File: config.mk
export PLATFORM = sky130hd
export DESIGN_NAME = jk_seq_driver
export DESIGN_NICKNAME = d
export VERILOG_FILES = /design/src/rtl/jk_pkg.sv /design/src/rtl/jk_seq_driver_excite.sv /design/src/rtl/jk_seq_driver.sv
export SDC_FILE = /design/constraint.sdc
export NUM_CORES = 1
export LEC_CHECK = 0
export ABC_AREA = 1
export BUFFER_PORTS_ARGS = -buffer_cell sky130_fd_sc_hd__clkbuf_2
export CAP_MARGIN = 20
export CORE_MARGIN = 2
export CORE_UTILIZATION = 50
export DETAILED_ROUTE_END_ITERATION = 8
export PLACE_DENSITY = 0.75
export SLEW_MARGIN = 20
export SYNTH_ARGS = -nofsm -noshare
export SYNTH_HDL_FRONTEND = slang
export SYNTH_SLANG_ARGS = --single-unit
File: constraint.sdc
create_clock -name clk -period 2.3 [get_ports clk]
set_input_delay 0.115 -clock clk [delete_from_list [all_inputs] [get_ports clk]]
set_output_delay 0.115 -clock clk [all_outputs]
set_load 0.02 [all_outputs]
File: src/rtl/jk_pkg.sv
// Shared types for the JK bank initiator: FSM states, JK command codes
// and the baseline set/reset excitation function.
package jk_pkg;

    typedef enum logic [1:0] {
        IDLE  = 2'd0,
        CALC  = 2'd1,
        APPLY = 2'd2,
        CHECK = 2'd3
    } state_t;

    // bit1 = j, bit0 = k
    typedef logic [1:0] jk_cmd_t;

    localparam jk_cmd_t JK_HOLD   = 2'b00;
    localparam jk_cmd_t JK_RESET  = 2'b01;
    localparam jk_cmd_t JK_SET    = 2'b10;
    localparam jk_cmd_t JK_TOGGLE = 2'b11;

    function automatic jk_cmd_t excite(input logic q, input logic t);
        jk_cmd_t cmd;
        cmd = JK_HOLD;
        unique case (1'b1)
            (!q && t): cmd = JK_SET;
            (q && !t): cmd = JK_RESET;
            default:   cmd = JK_HOLD;
        endcase
        return cmd;
    endfunction

endpackage

File: src/rtl/jk_seq_driver_excite.sv
// Per-bit JK excitation encoder.
// JK_TOGGLE_PREF_EN selects toggle drive for changing bits instead of set/reset.
module jk_excite
    import jk_pkg::*;
(
    input  logic q,
    input  logic t,
    output logic j,
    output logic k
);

    jk_cmd_t cmd;

`ifdef JK_TOGGLE_PREF_EN
    assign cmd = (q != t) ? JK_TOGGLE : JK_HOLD;
`else
    assign cmd = excite(q, t);
`endif

    assign j = cmd[1];
    assign k = cmd[0];

endmodule

File: src/rtl/jk_seq_driver.sv
// Initiator for a bank of JK flip-flops: drives j/k toward a target,
// verifies q, retries. Build option JK_TOGGLE_PREF_EN (see jk_excite).
module jk_seq_driver
    import jk_pkg::*;
#(
    parameter int WIDTH     = 4,
    parameter int MAX_RETRY = 1,
    parameter int ERRW      = 8
) (
    input  logic             clk,
    input  logic             rst_n,
    input  logic             tgt_valid,
    output logic             tgt_ready,
    input  logic [WIDTH-1:0] tgt_data,
    input  logic [WIDTH-1:0] q_in,
    output logic [WIDTH-1:0] j_out,
    output logic [WIDTH-1:0] k_out,
    output logic             busy,
    output logic             done_valid,
    output logic             done_err,
    output logic [ERRW-1:0]  err_cnt
);

    localparam int RW = (MAX_RETRY < 1) ? 1 : $clog2(MAX_RETRY + 1);
    localparam logic [RW-1:0] RMAX = RW'(MAX_RETRY);

    state_t           state;
    state_t           state_nxt;
    logic [WIDTH-1:0] tgt_q;
    logic [RW-1:0]    retry_cnt;
    logic [WIDTH-1:0] drv_j;
    logic [WIDTH-1:0] drv_k;

    logic             accept;
    logic             match;
    logic             can_retry;

    logic             ready_d;
    logic             busy_d;
    logic [WIDTH-1:0] j_d;
    logic [WIDTH-1:0] k_d;
    logic             done_d;
    logic             derr_d;
    logic [ERRW-1:0]  errc_d;

    for (genvar i = 0; i < WIDTH; i++) begin : g_cell
        jk_excite u_cell (
            .q (q_in[i]),
            .t (tgt_q[i]),
            .j (drv_j[i]),
            .k (drv_k[i])
        );
    end

    assign accept    = tgt_valid && tgt_ready;
    assign match     = (q_in == tgt_q);
    assign can_retry = (retry_cnt < RMAX);

    always_ff @(posedge clk or negedge rst_n) begin
        if (!rst_n) begin
            state <= IDLE;
        end else begin
            state <= state_nxt;
        end
    end

    always_comb begin
        state_nxt = state;
        unique case (state)
            IDLE:    if (accept) state_nxt = CALC;
            CALC:    state_nxt = APPLY;
            APPLY:   state_nxt = CHECK;
            CHECK: begin
                if (!match && can_retry) state_nxt = CALC;
                else                     state_nxt = IDLE;
            end
            default: state_nxt = IDLE;
        endcase
    end

    // Outputs are registered from the next-state view so they line up
    // with the state they describe.
    always_comb begin
        ready_d = (state_nxt == IDLE);
        busy_d  = (state_nxt != IDLE);
        j_d     = '0;
        k_d     = '0;
        done_d  = 1'b0;
        derr_d  = done_err;
        errc_d  = err_cnt;
        if (state == CALC) begin
            j_d = drv_j;
            k_d = drv_k;
        end
        if (state == CHECK && (match || !can_retry)) begin
            done_d = 1'b1;
            derr_d = !match;
            if (!match && err_cnt != '1) begin
                errc_d = err_cnt + ERRW'(1);
            end
        end
    end

    always_ff @(posedge clk or negedge rst_n) begin
        if (!rst_n) begin
            tgt_ready  <= 1'b1;
            busy       <= 1'b0;
            j_out      <= '0;
            k_out      <= '0;
            done_valid <= 1'b0;
            done_err   <= 1'b0;
            err_cnt    <= '0;
        end else begin
            tgt_ready  <= ready_d;
            busy       <= busy_d;
            j_out      <= j_d;
            k_out      <= k_d;
            done_valid <= done_d;
            done_err   <= derr_d;
            err_cnt    <= errc_d;
        end
    end

    always_ff @(posedge clk or negedge rst_n) begin
        if (!rst_n) begin
            tgt_q     <= '0;
            retry_cnt <= '0;
        end else if (accept) begin
            tgt_q     <= tgt_data;
            retry_cnt <= '0;
        end else if (state == CHECK && !match && can_retry) begin
            retry_cnt <= retry_cnt + RW'(1);
        end
    end

endmodule

==> impl_results.md <==
* Area occupied by multi-input gates at 563.0 µm²
* Vias per inst at approximately 4.8
* FF+latch area at approximately 680 µm²
* Yosys top cell area share at a little under half
* Mapped Avg Cell Area at around 8.9 µm²
* Worst-path clk slew at ~0.13 ns
* Async set-or-reset flop fraction in the synthesized netlist at 100.0%
* Worst-case reg-to-reg path depth at 8
* Ranking of synthesized cells by area: dfrtp_1, nand2_1, ha_1, inv_1, o21ai_1
* Fill cells at around 210
* Area grow syn2layout at 18.45%
* Worst Path Required at 2.56 ns
* Commonest cells post-synth: nand2_1, inv_1, dfrtp_1
* CP Launch Type: register
* Switching power at slightly below 0.7 mW
* I/O Pins at 31
* Nets at approximately 210
* # port buffers at 30
* Die area at between 3000 and 4000 µm²
* Clock share of power at 12.0%
* Max IR drop VDD at between 800 and 900 µV
* Unrepaired setup endpoints after global routing: false
* Drt wl/cell at 10.64 µm
* Crit path kind: reg -> reg
* Static Leak at approximately 1 nW
* Final core utilization at between 60% and 70%
* Final setup TNS at 0 ns
* Largest net degree at the start of global routing at 28
* Seq/Total Area, Yosys at 49.91%
* Cell Rows at 18
* Crit path time final at between 1 and 1.5 ns
* Hold crit path type: in -> reg
* H-tree depth at 1
* Share of layout cells above drive strength 1 at between 20% and 30%
* Initial Util at a little over half
* Tcrit/Tclk final at 64.81%
* Register share of total power at 45.7%
* Net Count, Synth at about 180
* Clk buf depth at 2
* Power Density at around 1000 nW/µm²
* Number of distinct library cells after synthesis at 20
* CP Max Fanout at 10
* Final WL at ~2.3 mm
* Routed Antenna Nets at 0
* Max Slew Vio Count at 0
* N_diodes at 0
* WHS at 0.02420 ns
* Residual DRC at 0
* Endpoint class of the critical path: register
* Core ar. at about 2500 µm²
* Setup violators final at 0
* Relative slew slack at a little under three fifths
* Max-cap violations at 0
* First-pass GRT wire length at 4.264 mm
* Final Hold Vio Count at 0
* Synth Register Bits at 27
* Total Routing Usage GR at between 10% and 20%
* Initial antenna violation count at 0
* Mapped Cells at 153
* Yosys warnings at 0
* GP Congestion at 0.8152
* Count leader, synth: nand2_1
* Vias in the first global route at 1,028
* Drt pass-1 iters at 4
* Critical R2R Capture: err_cnt[0]$_DFFE_PN0P_
* WL met2 at about 1.2 mm
* Number of buffers created by CTS at 3
* Total gr overflow at 0
* Worst EP arrival at between 1.5 and 2 ns
* Synth Flop Type: dfrtp_1
* # clock sinks at 27
* R2r setup slk at around 0.81 ns
* Hold path start: tgt_data[0]
* Largest area contributor in the netlist: dfrtp_1
* Post-synth EDFFs at 0
* DR WL met3 at 91 µm
* Die Span Y at approximately 56 µm
* Clock Latency Late Sink at between 0.3 and 0.4 ns
* CTS tree: built
* Status: finished clean
* Post_cts resized at 0
* Combinational share of power at 42.4%
* Final Skew at 0.002393 ns
* Net Sw Frac at approximately two fifths
* Vias at around 1,000
* Initial drt markers at 19
* Worst r2r src: tgt_q[1]$_DFFE_PN0P_
* DRT met1 WL at around 1.0 mm
* Hold Path Stages at 3
* FMAX at approximately 0.67 GHz
* Die width at approximately 56 µm
* Internal Dissipation at between 0.9 and 1 mW
* Post-DP HPWL at approximately 1.8 mm
* Worst-Margin Slew at 0.6424 ns
* Hold Path Sink: tgt_q[0]$_DFFE_PN0P_
* Highest routed metal layer: met4
* Cell area after synthesis at 1356 µm²
* Clock root cell: clkbuf_4
[per-layer routing]
| layer | vias to the layer above | global-route usage (%) |
|---|---|---|
| li1 | 543 | - |
| met1 | 481 | 22.60 |
| met3 | 2 | 2.326 |
| met4 | 0 | 5.442 |
| met5 | - | 0 |
| met2 | 22 | 27.56 |
[layout by cell type, fill, tap and decap left out, drive strengths merged, types with 2 or more instances in the layout]
master,instances
dlygate4sd3,4
clkbuf,34
nand2,49
dfrtp,26
nand3,5
inv,29
nor2,7
ha,12
xnor2,2
o21ai,15
a21oi,2
[timing repair]
item,in CTS,in global routing
hold buffers,4,0
buffers inserted,0,0
endpoints found under the hold margin,29,0
[area by class of cell]
type / count / share of cell area (%)
inverter: 30 / 7.009
sequential: 27 / 42.13
timing repair buffer: 34 / 11.84
clock buffer: 4 / 1.636
multi-input combinational: 95 / 35.05
tap: 30 / 2.336
[registers in the layout, indices dropped and copies added, names as in the netlist, 2 cells and up]
| register | flops |
|---|---|
| tgt_q | 4 |
| state | 2 |
| k_out | 4 |
| err_cnt | 8 |
| j_out | 4 |
[power by group through the flow]
stage / clock, mW / sequential, mW / combinational (mW)
2_1_floorplan: 0 / 0.848 / 0.383
3_3_place_gp: 0 / 0.744 / 0.669
3_5_place_dp: 0 / 0.753 / 0.692
4_1_cts: 0.209 / 0.742 / 0.705
5_1_grt: 0.220 / 0.764 / 0.798
6_report: 0.195 / 0.741 / 0.688
[critical path, stage by stage (launching register included)]
cell and delay, ns:
dfrtp_1 0.41, ha_1 0.29, nand2_1 0.07, inv_1 0.04
nand2_1 0.12, nand3_4 0.16, nor2_4 0.20, nand2_1 0.07
nand2_1 0.08
[metrics by stage]
stage	cells	cell area [µm²]	power [mW]	setup slack, ns
floorplan	153	1356	1.231	0.9485
global placement	212	1540	1.413	0.9073
detailed placement	212	1540	1.445	0.8487
CTS	220	1607	1.656	0.7849
global route	220	1607	1.782	0.5950
finish	220	1607	1.624	0.8094
[worst max-delay path by stage]
| stage | from | end | slack (ns) | cells past startpoint |
|---|---|---|---|---|
| 6_report | tgt_q[1]$_DFFE_PN0P_ | err_cnt[0]$_DFFE_PN0P_ | 0.81 | 8 |
| 5_1_grt | tgt_q[3]$_DFFE_PN0P_ | err_cnt[2]$_DFFE_PN0P_ | 0.59 | 8 |
| 4_1_cts | tgt_q[1]$_DFFE_PN0P_ | err_cnt[0]$_DFFE_PN0P_ | 0.78 | 8 |
| 3_5_place_dp | tgt_q[1]$_DFFE_PN0P_ | err_cnt[2]$_DFFE_PN0P_ | 0.85 | 8 |
| 3_3_place_gp | tgt_q[1]$_DFFE_PN0P_ | err_cnt[2]$_DFFE_PN0P_ | 0.91 | 8 |
| 2_1_floorplan | err_cnt[1]$_DFFE_PN0P_ | err_cnt[2]$_DFFE_PN0P_ | 0.95 | 6 |
[logic make-up (layout without fill, tap and decap cells)]
group                    count (synthesis)  after routing  share of synthesized area [%]
AO/OA/AOI/OAI                           18             18                          6.827
XOR/XNOR                                 3              3                          1.938
adder cells (fa/ha/maj)                 12             12                          11.07
buffers and inverters                   31             68                          8.578
flip-flops                              27             27                          49.91
AND/OR/NAND/NOR                         62             62                          21.68
(Power assumes the default switching activity.)
